--- config.mk ---
export PLATFORM = sky130hd
export DESIGN_NAME = dtmf_digit_collector
export DESIGN_NICKNAME = d
export VERILOG_FILES = /design/src/rtl/dtmf_digit_collector.sv
export SDC_FILE = /design/constraint.sdc
export NUM_CORES = 1
export LEC_CHECK = 0
export ABC_AREA = 1
export BUFFER_PORTS_ARGS = -buffer_cell sky130_fd_sc_hd__buf_2
export CORE_ASPECT_RATIO = 1.1
export CORE_MARGIN = 2
export CORE_UTILIZATION = 50
export CTS_CLUSTER_SIZE = 14
export DETAILED_ROUTE_END_ITERATION = 6
export PLACE_DENSITY = 0.66
export SLEW_MARGIN = 10
export SYNTH_ARGS = -nofsm -noshare
export SYNTH_HDL_FRONTEND = slang
export SYNTH_SLANG_ARGS = --single-unit
--- constraint.sdc ---
create_clock -name clk -period 3.4 [get_ports clk]
set_input_delay 0.68 -clock clk [delete_from_list [all_inputs] [get_ports clk]]
set_output_delay 0.68 -clock clk [all_outputs]
set_load 0.1 [all_outputs]
--- src/rtl/dtmf_digit_collector.sv ---
// Collects qualified DTMF digits from NUM_CH detector channels into a shared
// FIFO, adds end-of-sequence markers after idle timeouts, and exposes a small register window.
module dtmf_digit_collector #(
  parameter int          NUM_CH      = 2,
  parameter int          FIFO_DEPTH  = 16,
  parameter logic [7:0]  BASE_ADDR   = 8'h40,
  parameter logic [15:0] MIN_ON_CYC  = 16'd400,
  parameter logic [15:0] MIN_OFF_CYC = 16'd400,
  parameter logic [23:0] TIMEOUT_CYC = 24'd800000
) (
  input  logic                  clk,
  input  logic                  reset,
  input  logic [NUM_CH-1:0]     detect,
  input  logic [4*NUM_CH-1:0]   digit,
  input  logic                  rdena,
  input  logic                  wrena,
  input  logic [7:0]            reg_addr,
  input  logic [7:0]            wr_data,
  input  logic [7:0]            rd_data_in,
  output logic [7:0]            rd_data,
  output logic                  fifo_nonempty,
  output logic                  overflow
);

  localparam int AW = $clog2(FIFO_DEPTH);
  localparam int CW = AW + 1;

  typedef enum logic [1:0] {ST_IDLE, ST_QUALIFY, ST_PUSH, ST_RELEASE} ch_state_t;

  // ---------------- register decode ----------------
  logic [7:0] addr_off;
  logic       in_win, rd_hit, wr_hit;
  logic       pop, fifo_clr, ovf_clr;
  logic [7:0] ctrl_reg;

  assign addr_off = reg_addr - BASE_ADDR;
  assign in_win   = (addr_off[7:2] == 6'd0);
  assign rd_hit   = rdena & in_win;
  assign wr_hit   = wrena & in_win;

  // ---------------- FIFO state ----------------
  logic [7:0]    mem [FIFO_DEPTH];
  logic [AW-1:0] wr_ptr_reg, rd_ptr_reg;
  logic [CW-1:0] count_reg;
  logic          overflow_reg;
  logic          full, empty;
  logic [7:0]    status;

  assign full   = (count_reg == CW'(FIFO_DEPTH));
  assign empty  = (count_reg == '0);
  assign status = {overflow_reg, full, empty, 5'(count_reg)};

  assign pop      = rd_hit & (addr_off[1:0] == 2'd1) & ~empty;
  assign fifo_clr = wr_hit & (addr_off[1:0] == 2'd2) & wr_data[1];
  assign ovf_clr  = wr_hit & (addr_off[1:0] == 2'd3) & wr_data[0];

  // ---------------- channels ----------------
  logic [NUM_CH-1:0]   dig_req, eos_req, grant_dig, grant_eos;
  logic [4*NUM_CH-1:0] lat_digits;

  genvar gi;
  generate
    for (gi = 0; gi < NUM_CH; gi++) begin : g_ch
      ch_state_t   state_reg, state_next;
      logic [15:0] on_reg, on_next, off_reg, off_next;
      logic [23:0] to_reg, to_next;
      logic [3:0]  lat_reg, lat_next;
      logic        armed_reg, armed_next, eos_reg, eos_next;
      logic        ch_active;
      logic        det;
      logic [3:0]  dig;

      assign ch_active = ctrl_reg[0] & ctrl_reg[4+gi];
      assign det       = detect[gi];
      assign dig       = digit[4*gi +: 4];
      assign dig_req[gi] = ch_active & (state_reg == ST_PUSH);
      assign eos_req[gi] = ch_active & eos_reg;
      assign lat_digits[4*gi +: 4] = lat_reg;

      always_comb begin
        state_next = state_reg;
        on_next    = on_reg;
        off_next   = off_reg;
        to_next    = to_reg;
        lat_next   = lat_reg;
        armed_next = armed_reg;
        eos_next   = eos_reg;
        if (grant_eos[gi]) eos_next = 1'b0;
        case (state_reg)
          ST_IDLE: begin
            if (det) begin
              state_next = ST_QUALIFY;
              lat_next   = dig;
              on_next    = '0;
              armed_next = 1'b0;
              to_next    = '0;
            end else if (armed_reg) begin
              if (to_reg == TIMEOUT_CYC - 24'd1) begin
                eos_next   = 1'b1;
                armed_next = 1'b0;
                to_next    = '0;
              end else begin
                to_next = to_reg + 24'd1;
              end
            end
          end
          ST_QUALIFY: begin
            if (!det) begin
              state_next = ST_IDLE;
            end else if (dig != lat_reg) begin
              lat_next = dig;
              on_next  = '0;
            end else if (on_reg == MIN_ON_CYC - 16'd1) begin
              state_next = ST_PUSH;
            end else begin
              on_next = on_reg + 16'd1;
            end
          end
          ST_PUSH: begin
            if (grant_dig[gi]) begin
              state_next = ST_RELEASE;
              off_next   = '0;
              armed_next = 1'b1;
              to_next    = '0;
            end
          end
          ST_RELEASE: begin
            if (det) begin
              off_next = '0;
            end else if (off_reg == MIN_OFF_CYC - 16'd1) begin
              state_next = ST_IDLE;
            end else begin
              off_next = off_reg + 16'd1;
            end
          end
          default: state_next = ST_IDLE;
        endcase
        // A disabled channel is held idle with nothing armed or pending.
        if (!ch_active) begin
          state_next = ST_IDLE;
          on_next    = '0;
          off_next   = '0;
          to_next    = '0;
          armed_next = 1'b0;
          eos_next   = 1'b0;
        end
      end

      always_ff @(posedge clk or negedge reset) begin
        if (!reset) begin
          state_reg <= ST_IDLE;
          on_reg    <= '0;
          off_reg   <= '0;
          to_reg    <= '0;
          lat_reg   <= '0;
          armed_reg <= 1'b0;
          eos_reg   <= 1'b0;
        end else begin
          state_reg <= state_next;
          on_reg    <= on_next;
          off_reg   <= off_next;
          to_reg    <= to_next;
          lat_reg   <= lat_next;
          armed_reg <= armed_next;
          eos_reg   <= eos_next;
        end
      end
    end
  endgenerate

  // ---------------- arbitration: lowest channel first, digit before EOS ----------------
  logic       push_req;
  logic [7:0] push_entry;

  always_comb begin
    grant_dig  = '0;
    grant_eos  = '0;
    push_req   = 1'b0;
    push_entry = '0;
    for (int i = 0; i < NUM_CH; i++) begin
      if (!push_req) begin
        if (dig_req[i]) begin
          grant_dig[i] = 1'b1;
          push_req     = 1'b1;
          push_entry   = {2'(i), 1'b0, 1'b0, lat_digits[4*i +: 4]};
        end else if (eos_req[i]) begin
          grant_eos[i] = 1'b1;
          push_req     = 1'b1;
          push_entry   = {2'(i), 1'b1, 1'b0, 4'h0};
        end
      end
    end
  end

  // A granted push is always consumed; it lands only when there is room.
  logic push_fire, push_ok, push_drop;
  assign push_fire = push_req & ~fifo_clr;
  assign push_ok   = push_fire & (~full | pop);
  assign push_drop = push_fire & full & ~pop;

  always_ff @(posedge clk) begin
    if (push_ok) mem[wr_ptr_reg] <= push_entry;
  end

  always_ff @(posedge clk or negedge reset) begin
    if (!reset) begin
      wr_ptr_reg   <= '0;
      rd_ptr_reg   <= '0;
      count_reg    <= '0;
      overflow_reg <= 1'b0;
      ctrl_reg     <= 8'hF1;
      rd_data      <= '0;
    end else begin
      if (fifo_clr) begin
        wr_ptr_reg <= '0;
        rd_ptr_reg <= '0;
        count_reg  <= '0;
      end else begin
        if (push_ok) wr_ptr_reg <= wr_ptr_reg + AW'(1);
        if (pop)     rd_ptr_reg <= rd_ptr_reg + AW'(1);
        count_reg <= count_reg + CW'(push_ok) - CW'(pop);
      end
      if (push_drop)    overflow_reg <= 1'b1;
      else if (ovf_clr) overflow_reg <= 1'b0;
      if (wr_hit && addr_off[1:0] == 2'd2) ctrl_reg <= {wr_data[7:2], 1'b0, wr_data[0]};
      if (rd_hit) begin
        case (addr_off[1:0])
          2'd0:    rd_data <= status;
          2'd1:    rd_data <= empty ? 8'h00 : mem[rd_ptr_reg];
          2'd2:    rd_data <= ctrl_reg;
          default: rd_data <= 8'h00;
        endcase
      end else begin
        rd_data <= rd_data_in;
      end
    end
  end

  assign fifo_nonempty = ~empty;
  assign overflow      = overflow_reg;

endmodule

# ---- Word-level counts from Yosys, hierarchy flattened
# Memory sizes are Yosys's and may differ from the RTL's.
# Index checks and enable logic that the tools add are counted.
dict set report classes {
  add_sub_neg 11
  eq_ne 50
  muxes 112
  bitwise_logic 23
  n_reduce_logical 23
}
# cell n
set op_table {}
lappend op_table {{two-way mux 16 bit} 18}
lappend op_table {{two-way mux 24 bit} 10}
lappend op_table {{case mux 16 bit (2 select lines)} 4}
lappend op_table {{case mux 24 bit (2 select lines)} 2}
lappend op_table {{adder 16 x 1 -> 16 bit, second input constant} 4}
lappend op_table {{equality test 16 x 9 -> 1 bit, second input constant} 4}
lappend op_table {{adder 24 x 1 -> 24 bit, second input constant} 2}
lappend op_table {{equality test 24 x 20 -> 1 bit, second input constant} 2}
lappend op_table {{two-way mux 4 bit} 10}
lappend op_table {{two-way mux 8 bit} 5}
lappend op_table {{!= test 4 bit, second input constant} 10}
lappend op_table {{two-way mux 1 bit} 37}
lappend op_table {{two-way mux 2 bit} 16}
lappend op_table {{!= test 3 bit, second input constant} 10}
lappend op_table {{case mux 8 bit (3 select lines)} 1}
lappend op_table {{bitwise AND 1 bit} 18}
lappend op_table {{!= test 3 x 1 -> 1 bit, second input constant} 6}
lappend op_table {{case mux 2 bit (4 select lines)} 2}
lappend op_table {{case mux 4 bit (2 select lines)} 2}
lappend op_table {{AND reduction 4 bit} 4}
lappend op_table {{equality test 2 bit, second input constant} 6}
lappend op_table {{two-way mux 6 bit} 2}
lappend op_table {{!= test 2 bit, second input constant} 6}
lappend op_table {{AND reduction 3 bit} 4}
lappend op_table {{18 further kinds} 34}
dict set report word_totals {
  register_bits 157
  mem_bits_rw 128
  mem_count 1
}
# memory depth width rd rd_clocked_by_memory_dff wr line
set mem_list {}
lappend mem_list {mem 16 8 1 0 1 42} ;# logic [7:0] mem [FIFO_DEPTH];

# ---- Longest topological paths before layout
# Gate-level depths: netlist of the first run.
dict set report logic_depth {
  depth_word 11
  mapped_depth 17
  depth_no_buf 16
}

# ---- Least setup slack after synthesis of the first run
# No wires, ideal clock.
dict set report synth_timing {
  path_type {register to register}
  from {register count_reg[3]}
  to {register count_reg[4]}
  arrival_ps 3522
  required_time_ps 3282
  path_slack_ps -241
  path_stages_with_launch 18
  n_path_buf 1
  synth_period_minus_slack_ps 3641
  cell_sequence {dfrtp_1 inv_1 ha_1 nand4_1 nand2_1 inv_1 nand2_2 nand2_2 nand3_2 buf_6 o21ai_1 ha_1 fa_1 nand2_1 a21oi_1 nor2_1 xor2_1 nor2_1}
}
dict set report synth_via {
  elab_chain_cells 8
  word_cells_on_any_way 10
}
# item line
set synth_lines {}
lappend synth_lines {{start, declared} 44} ;# logic [CW-1:0] count_reg;
lappend synth_lines {{start signal, assigned} 221} ;# count_reg <= count_reg + CW'(push_ok) - CW'(pop);
lappend synth_lines {{zero test 5 bit *} 50} ;# assign empty = (count_reg == '0);
lappend synth_lines {{inverter 1 bit *} --}
lappend synth_lines {{named net fifo_nonempty} 21} ;# output logic fifo_nonempty,
lappend synth_lines {{bitwise AND 1 bit *} 53} ;# assign pop = rd_hit & (addr_off[1:0] == 2'd1) & ~empty;
lappend synth_lines {{OR 1 bit} 198} ;# assign push_ok = push_fire & (~full | pop);
lappend synth_lines {{bitwise AND 1 bit} 198}
lappend synth_lines {{adder 5 x 1 -> 5 bit} 221}
lappend synth_lines {{subtractor 5 x 1 -> 5 bit *} 221}
lappend synth_lines {{two-way mux 5 bit *} 214} ;# if (fifo_clr) begin
# The timed path passes the listed nets; every way through them passes the cells marked *.
# A chain may end at the register's enable or synchronous reset.

# ---- Worst setup path in the final report of the first run
dict set report layout_timing {
  from {register ctrl_reg[5]}
  to {register count_reg[4]}
}
dict set report layout_via {
  elab_chain_cells 10
  word_cells_on_any_way 11
}
# item line
set layout_lines {}
lappend layout_lines {{start, declared} 34} ;# logic [7:0] ctrl_reg;
lappend layout_lines {{start signal, assigned} 225} ;# if (wr_hit && addr_off[1:0] == 2'd2) ctrl_reg <= {wr_data[7:2], 1'b0, wr_data[0]};
lappend layout_lines {{bitwise AND 1 bit *} 73} ;# assign ch_active = ctrl_reg[0] & ctrl_reg[4+gi];
lappend layout_lines {{bitwise AND 1 bit} 77} ;# assign eos_req[gi] = ch_active & eos_reg;
lappend layout_lines {{two-way mux 1 bit} 186} ;# end else if (eos_req[i]) begin
lappend layout_lines {{two-way mux 1 bit *} 182} ;# if (dig_req[i]) begin
lappend layout_lines {{two-way mux 1 bit *} 181} ;# if (!push_req) begin
lappend layout_lines {{bitwise AND 1 bit *} 197} ;# assign push_fire = push_req & ~fifo_clr;
lappend layout_lines {{bitwise AND 1 bit *} 198}
lappend layout_lines {{adder 5 x 1 -> 5 bit *} 221}
lappend layout_lines {{subtractor 5 x 1 -> 5 bit *} 221}
lappend layout_lines {{two-way mux 5 bit *} 214}
# Mark *: on every way between the ends. The rest lies on a longest branch, timed or not.

==> results.yml, run 1 <==
status:
  run_status: "completed"
placement:
  dp_hpwl_um: 24200
  placed_cells: 2299
  placed_cell_area_um2: 15100
  pre_cts_slack_ns: 0.500
  gp_congestion: 0.885
  port_buffers: 47
synth:
  syn_area_um2: 14300
  syn_avg_cell_area_um2: 7.50
  synth_top_area_share_pct: 26.6
  synth_seq_area_share_pct: 47.6
  syn_nets: 1962
  synthFlopType: "dfrtp_1"
  syn_inst: 1907
  synth_cell_type_count: 46
  ys_ff_latch: 253
  synth_area_leader_cell: "dfrtp_1"
  async_reset_ff_share_pct: 62.1
  synth_edf_count: 96
  synth_area_leaders: "dfrtp_1, edfxtp_1, nand2_1"
  yosysWarnings: 0
hold_path:
  hp-class: "primary input to async pin"
detailed_routing:
  avgRoutedWirePerCell_um: 14.6
  drtPass1Iterations: 6
  vias: 12400
  drtIter0Drc: 895
  vias_per_cell: 5.27
  drc: 0
  drt-total-wl_um: 34300
  antenna_left: 0
die:
  die_h_um: 181
  io-pin-count: 48
  start_util_pct: 51.2
  core_area_um2: 27900
  die_x_um: 165
  fp-row-count: 64
  die_area_um2: 30000
layout:
  largest_reg_flops: 96
  num-fill-cells: 2618
  layout-drive-gt1-share_pct: 8.61
  finalNetCount: 2021
  final_cell_mix: "nand2_1, inv_1, nand3_1"
  finalInstanceArea_um2: 16000
  utilization_pct: 57.1
  final_cells: 2350
  final_common_cell: "nand2_1"
  antennaDiodeCount: 0
  area_growth_syn_to_layout_pct: 11.5
sta:
  hold_ws_ns: 0.174
  clock_skew_ns: 0.0184
  rsz0062_at_grt: "no"
  slew_headroom_pct: 48.9
  min_period_over_period_pct: 81.0
  post-route-min-period_ns: 2.75
  clock.fmax_ghz: 0.363
  maxSlewViolCount: 0
  setup_viol_count_final: 0
  tns_ns: 0
  tightestPinTransition_ns: 0.766
  hold_viol_final: 0
  fin_ws_ns: 0.645
power_and_ir_drop:
  leakage_nw: 7.25
  p_per_area_nw_per_um2: 514
  ir_worst_vdd_mv: 0.382
  p_total_mw: 8.21
setup_path:
  critical_path_arrival_ns: 3.18
  required_ns: 3.83
  cp-end-kind: "flip-flop"
  worstSetupStartpointType: "flip-flop"
  cp_max_fo: 10
  critPathKind: "flip-flop to flip-flop"
cts:
  clockBufferDepth: 3
  cts_tree: "yes"
  insertion_delay_ns: 0.55
  post_cts_buffers: 0
  path_clk_slew_ns: 0.06
  numCtsBuffers: 28
  root_buffer: "clkbuf_16"
  cts_sinks: 253
  htree_levels: 1
  postCtsHoldBufs: 0
  cts_resized: 0
global_route:
  track_usage_pct: 22.9
  grt_antenna_before_repair: 1
  grt-ovfl-total: 0
  grt_pass1_vias: 11600
  grt_pass1_wl_um: 56600
  grt_start_max_net_pins: 71
flow_run:
  drv_cap: 0
[power breakdown]
part	switching, mW	internal (mW)	total, mW
clock	1.24	1.75	2.99
sequential	0.144	3.38	3.52
combinational	1.23	0.467	1.70
[area by class of cell]
type | count | area (um^2) | share of cell area, %
sequential | 253 | 6820 | 42.7
multi-input combinational | 1344 | 6290 | 39.4
inverter | 260 | 983 | 6.16
clock buffer | 31 | 722 | 4.53
timing repair buffer | 79 | 507 | 3.18
tap | 363 | 454 | 2.85
clock inverter | 20 | 180 | 1.13
[logic make-up after synthesis]
logic type	count (synthesis)	share of synthesized area (%)
compound gates	161	6.24
xor+xnor	31	1.90
fa+ha+maj	17	1.54
buf+inv	310	8.64
flops	253	47.6
simple gates	1135	34.0
[worst paths after layout]
check | cells after the start | start | slack [ns] | endpoint
setup / recovery | 14 | ctrl_reg[5]$_DFFE_PN1N_ | 0.65 | count_reg[4]$_DFF_PN0_
hold / removal | 1 | reset | 0.17 | rd_data[0]$_DFF_PN0_
setup reg to reg | 14 | ctrl_reg[5]$_DFFE_PN1N_ | 0.65 | count_reg[4]$_DFF_PN0_
hold reg to reg | 1 | g_ch[1].to_reg[3]$_DFFE_PN0P_ | 0.49 | g_ch[1].to_reg[3]$_DFFE_PN0P_
max in group asynchronous | 2 | reset | 2.50 | ctrl_reg[4]$_DFFE_PN1N_
min in group clk | 3 | wr_data[6] | 0.34 | ctrl_reg[6]$_DFFE_PN1N_
[routing by layer]
layer	global-route usage (%)	vias up	wire length (um)
met4	6.21	2	800
met1	31.7	5717	15700
met5	0	-	15
li1	-	6300	-
met2	38.3	302	16300
met3	2.67	66	1610
[cells in the mapped netlist (7+ instances only)]
cell,number
o21bai_1,13
buf_2,11
inv_1,248
xnor2_1,8
o21ai_1,15
edfxtp_1,96
nand2_1,537
dfrtp_1,152
ha_1,16
nor3_1,62
o21ai_0,78
a21oi_1,27
nand3_1,231
inv_2,9
nor2_1,226
clkbuf_1,25
nor2_2,9
o22ai_1,11
nand2_2,7
xor2_1,23
nand4_1,50
[worst max-delay path, stage by stage, from the launching register on]
cell and delay, ns:
dfstp_2 0.58, nand2_2 0.17, nor2_2 0.22, nor2_1 0.08, nand2_1 0.22, nand2_1 0.11, nand2_1 0.15, o21ai_1 0.10
ha_2 0.21, fa_2 0.33, nand2_1 0.08, a21oi_1 0.07, nor2_1 0.12, xor2_1 0.15, nor2_1 0.05
(Power assumes the default switching activity.)
==> run 2: changes to the inputs <==
Clock period 3.4 ns to 2.7 ns, I/O delays scaled along.
==> results.yml, run 2 (synthesized netlist as in run 1, its figures left out) <==
status:
  run_status: "completed"
layout:
  area_growth_syn_to_layout_pct: 12.7
  layout-drive-gt1-share_pct: 9.89
  final_common_cell: "nand2_1"
  final_cell_mix: "nand2_1, inv_1, nand3_1"
  finalNetCount: 2037
  finalInstanceArea_um2: 16100
  largest_reg_flops: 96
sta:
  hold_ws_ns: 0.00691
  slew_headroom_pct: 57.0
  tightestPinTransition_ns: 0.645
  hold_viol_final: 0
  min_period_over_period_pct: 91.2
  maxSlewViolCount: 0
  setup_viol_count_final: 0
  clock_skew_ns: 0.0176
  post-route-min-period_ns: 2.46
  clock.fmax_ghz: 0.406
  rsz0062_at_grt: "no"
detailed_routing:
  vias: 12600
  drtPass1Iterations: 6
  avgRoutedWirePerCell_um: 14.7
  antenna_left: 0
  drt-total-wl_um: 34900
  drc: 0
  drtIter0Drc: 1059
  vias_per_cell: 5.30
setup_path:
  cp.depth: 14
  critical_path_arrival_ns: 2.88
  cp_top_family: "simple AND/OR/NAND/NOR gates"
  path_buf_inv: 0
  cp_cell_sequence: "nand2_4, nor2_1, nor2_2, nand2_1, nand2_1, nand2_1, o21ai_2, ha_2, fa_2, nand2_1, a21oi_1, nor2_1, xor2_1, nor2_1"
  cp-end-kind: "flip-flop"
  crit_top_cell: "nand2_1"
  required_ns: 3.12
  cpPeakStageDelay_ns: 0.57
  reg2reg_depth: 14
  rr_startpoint: "ctrl_reg[0]$_DFFE_PN1N_"
  crit_path_top_delay_cell: "dfstp_2"
  worstSetupStartpointType: "flip-flop"
  r2r_slack_ns: 0.24
  worstReg2RegEnd: "count_reg[4]$_DFF_PN0_"
  critPathKind: "flip-flop to flip-flop"
  cp_max_fo: 10
cts:
  cts_resized: 0
  htree_levels: 1
  clockBufferDepth: 3
  path_clk_slew_ns: 0.06
  post_cts_buffers: 0
  insertion_delay_ns: 0.54
  postCtsHoldBufs: 0
  cts_sinks: 253
  root_buffer: "clkbuf_16"
  numCtsBuffers: 27
  cts_tree: "yes"
placement:
  port_buffers: 47
  placed_cell_area_um2: 15300
  gp_congestion: 0.904
  dp_hpwl_um: 24700
global_route:
  track_usage_pct: 23.5
  grt_pass1_vias: 11800
  grt_antenna_before_repair: 3
  grt-ovfl-total: 0
  grt_start_max_net_pins: 64
  grt_pass1_wl_um: 58000
die:
  start_util_pct: 51.2
  die_h_um: 181
  fp-row-count: 64
  core_area_um2: 27900
  die_area_um2: 30000
  io-pin-count: 48
  die_x_um: 165
hold_path:
  hp-class: "primary input to async pin"
flow_run:
  drv_cap: 0
power_and_ir_drop:
  p_per_area_nw_per_um2: 641
  ir_worst_vdd_mv: 0.451
  leakage_nw: 7.34
[run 2: changes by cell type in the layout (fill, tap and decap cells not counted), sizes merged]
cell / previous run / this run
buf: 79 / 96
clkbuf: 31 / 39
bufinv: 3 / 1
clkinvlp: 0 / 1
clkinv: 18 / 9
diode: 0 / 2
[run 2: report_power, final]
group          total (mW)  switching [mW]  internal [mW]  leakage [nW]
logic                2.27            1.62          0.651          3.93
registers            4.43           0.177           4.25          2.99
clock network        3.63            1.52           2.11         0.425
total                10.3            3.32           7.01          7.34
[run 2: final cells by class]
type,instances,area [um^2]
antenna,2,5.00
tap,363,454
fill,2600,11800
sequential,253,6820
inverter,260,983
multi-input combinational,1344,6360
timing repair buffer,96,634
clock buffer,39,783
clock inverter,10,83.8
[run 2: routing by layer]
layer | vias up | part of all wire [%] | track usage, %
met1 | 5829 | 46 | 33.3
met5 | - | 0.037 | 0
met3 | 55 | 6.0 | 3.59
met2 | 322 | 46 | 38.2
met4 | 2 | 1.7 | 5.31
li1 | 6345 | - | -
[run 2: through the flow]
stage          utilization, %  std cells  TNS [ns]  total power, mW  setup WS (ns)
5_1_grt                  57.7       2365         0             10.9         0.0460
6_report                 57.7       2367         0             10.3          0.238
4_1_cts                  57.7       2365         0             10.4          0.225
2_1_floorplan               -       1907    -17.85             6.10         -0.826
3_5_place_dp             54.6       2316         0             6.77          0.157
3_3_place_gp             54.6       2316         0             6.74          0.169
[run 2: how the worst max path moves through the flow]
stage | startpoint | slack, ns | end
floorplan | count_reg[2]$_DFF_PN0_ | -0.83 | count_reg[4]$_DFF_PN0_
global placement | reg_addr[3] | 0.17 | count_reg[4]$_DFF_PN0_
detailed placement | reg_addr[5] | 0.16 | count_reg[4]$_DFF_PN0_
CTS | ctrl_reg[0]$_DFFE_PN1N_ | 0.23 | count_reg[4]$_DFF_PN0_
global route | ctrl_reg[0]$_DFFE_PN1N_ | 0.05 | count_reg[4]$_DFF_PN0_
finish | ctrl_reg[0]$_DFFE_PN1N_ | 0.24 | count_reg[4]$_DFF_PN0_
==> run 3: changes to the inputs <==
Settings changed: MAX_ROUTING_LAYER from default to met4.
==> results.yml, run 3 (synthesized netlist as in run 1, its figures left out) <==
die:
  core_area_um2: 27900
  die_area_um2: 30000
  die_x_um: 165
  io-pin-count: 48
  start_util_pct: 51.2
  die_h_um: 181
  fp-row-count: 64
detailed_routing:
  avgRoutedWirePerCell_um: 14.7
  vias_per_cell: 5.29
  vias: 12500
  drt-total-wl_um: 34900
  drtPass1Iterations: 6
  drc: 0
  antenna_left: 0
  drtIter0Drc: 903
flow_run:
  drv_cap: 0
sta:
  hold_viol_final: 0
  post-route-min-period_ns: 2.49
  maxSlewViolCount: 0
  min_period_over_period_pct: 92.1
  clock.fmax_ghz: 0.402
  tightestPinTransition_ns: 0.605
  slew_headroom_pct: 59.6
  clock_skew_ns: 0.0211
  tns_ns: 0
  setup_viol_count_final: 0
  rsz0062_at_grt: "no"
cts:
  clockBufferDepth: 3
  root_buffer: "clkbuf_16"
  insertion_delay_ns: 0.56
  path_clk_slew_ns: 0.06
  cts_tree: "yes"
  post_cts_buffers: 0
  htree_levels: 1
  cts_sinks: 253
  numCtsBuffers: 28
global_route:
  grt_pass1_wl_um: 58700
  grt_pass1_vias: 11800
  grt_start_max_net_pins: 61
  track_usage_pct: 24.5
  grt_antenna_before_repair: 3
  grt-ovfl-total: 0
power_and_ir_drop:
  ir_worst_vdd_mv: 0.683
  switching_share_pct: 31.5
  internal_power_mw: 7.35
  power_frac_comb_pct: 21.1
  clkPwrFrac_pct: 37.8
  p_per_area_nw_per_um2: 662
  power.switching_mw: 3.38
  leakage_nw: 7.37
  seqPwrFrac_pct: 41.2
  p_total_mw: 10.7
setup_path:
  worstSetupStartpointType: "flip-flop"
  rr_startpoint: "ctrl_reg[0]$_DFFE_PN1N_"
  critPathKind: "flip-flop to flip-flop"
  required_ns: 3.13
  r2r_slack_ns: 0.21
  cp-end-kind: "flip-flop"
  reg2reg_depth: 14
  cp_max_fo: 10
  worstReg2RegEnd: "count_reg[4]$_DFF_PN0_"
  critical_path_arrival_ns: 2.92
layout:
  finalInstanceArea_um2: 16200
  utilization_pct: 58.0
  finalNetCount: 2034
  num-fill-cells: 2574
  final_cells: 2367
  layout-drive-gt1-share_pct: 10.1
  area_growth_syn_to_layout_pct: 13.3
  final_common_cell: "nand2_1"
  largest_reg_flops: 96
  final_cell_mix: "nand2_1, inv_1, nand3_1"
placement:
  gp_congestion: 0.922
  port_buffers: 47
  placed_cells: 2311
  dp_hpwl_um: 24600
  placed_cell_area_um2: 15200
hold_path:
  hp-class: "primary input to flip-flop"
  hp-start: "wr_data[6]"
  hold_depth: 3
  min_to: "ctrl_reg[6]$_DFFE_PN1N_"
status:
  run_status: "completed"
run 3: cell type report:
class                           instances  area (um^2)  area share (%)
Tap cell                              363          454            2.80
Multi-Input combinational cell       1344         6370            39.3
Timing Repair Buffer                   92          594            3.66
Sequential cell                       253         6820            42.0
Clock inverter                         18          240            1.48
Inverter                              260          983            6.06
Antenna cell                            3         7.51          0.0463
Clock buffer                           34          753            4.64
run 3: how the worst max path moves through the flow:
stage                                       start                     end  slack [ns]  cells after the start
after global routing      ctrl_reg[0]$_DFFE_PN1N_  count_reg[4]$_DFF_PN0_        0.02                     14
after CTS                 ctrl_reg[0]$_DFFE_PN1N_  count_reg[4]$_DFF_PN0_        0.18                     14
final                     ctrl_reg[0]$_DFFE_PN1N_  count_reg[4]$_DFF_PN0_        0.21                     14
after floorplan            count_reg[2]$_DFF_PN0_  count_reg[4]$_DFF_PN0_       -0.83                     17
after detailed placement              reg_addr[1]  count_reg[4]$_DFF_PN0_        0.17                     16
after global placement                reg_addr[5]  count_reg[4]$_DFF_PN0_        0.18                     16
run 3: per-layer routing:
metal / wire [um] / vias to the layer above / GRT usage, %
li1: - / 6339 / -
met1: 16400 / 5807 / 34.2
met2: 15900 / 326 / 38.7
met3: 2000 / 43 / 3.20
met4: 548 / 0 / 5.24
met5: 0 / - / -
run 3: stage by stage:
stage | setup slack, ns | hold slack (ns)
floorplan | -0.826 | 0.244
global placement | 0.185 | 0.465
detailed placement | 0.169 | 0.471
CTS | 0.182 | 0.177
global route | 0.0182 | 0.188
finish | 0.213 | 0.189
run 3: repair_timing:
item / 4_1_cts / 5_1_grt
hold endpoints to repair: 44 / 0
resized for setup: 0 / 2
hold buffers: 1 / 0
endpoints found under the setup margin: 0 / 1
run 3: critical path: stages, from the launching register on:
cell and delay (ns):
dfstp_2 0.58, nand2_4 0.12, nor2_2 0.17, nor2_2 0.08
nand2_1 0.11, nand2_1 0.08, nand2_1 0.15, o21ai_2 0.08
ha_2 0.20, fa_2 0.34, nand2_1 0.09, a21oi_1 0.07
nor2_1 0.13, xor2_1 0.15, nor2_1 0.05
run 3: power by group through the flow:
stage	clock network (mW)	logic, mW	registers [mW]
2_1_floorplan	0	1.57	4.53
3_3_place_gp	0	2.23	4.49
3_5_place_dp	0	2.24	4.49
4_1_cts	4.15	2.26	4.42
5_1_grt	4.33	2.56	4.45
6_report	4.05	2.26	4.42
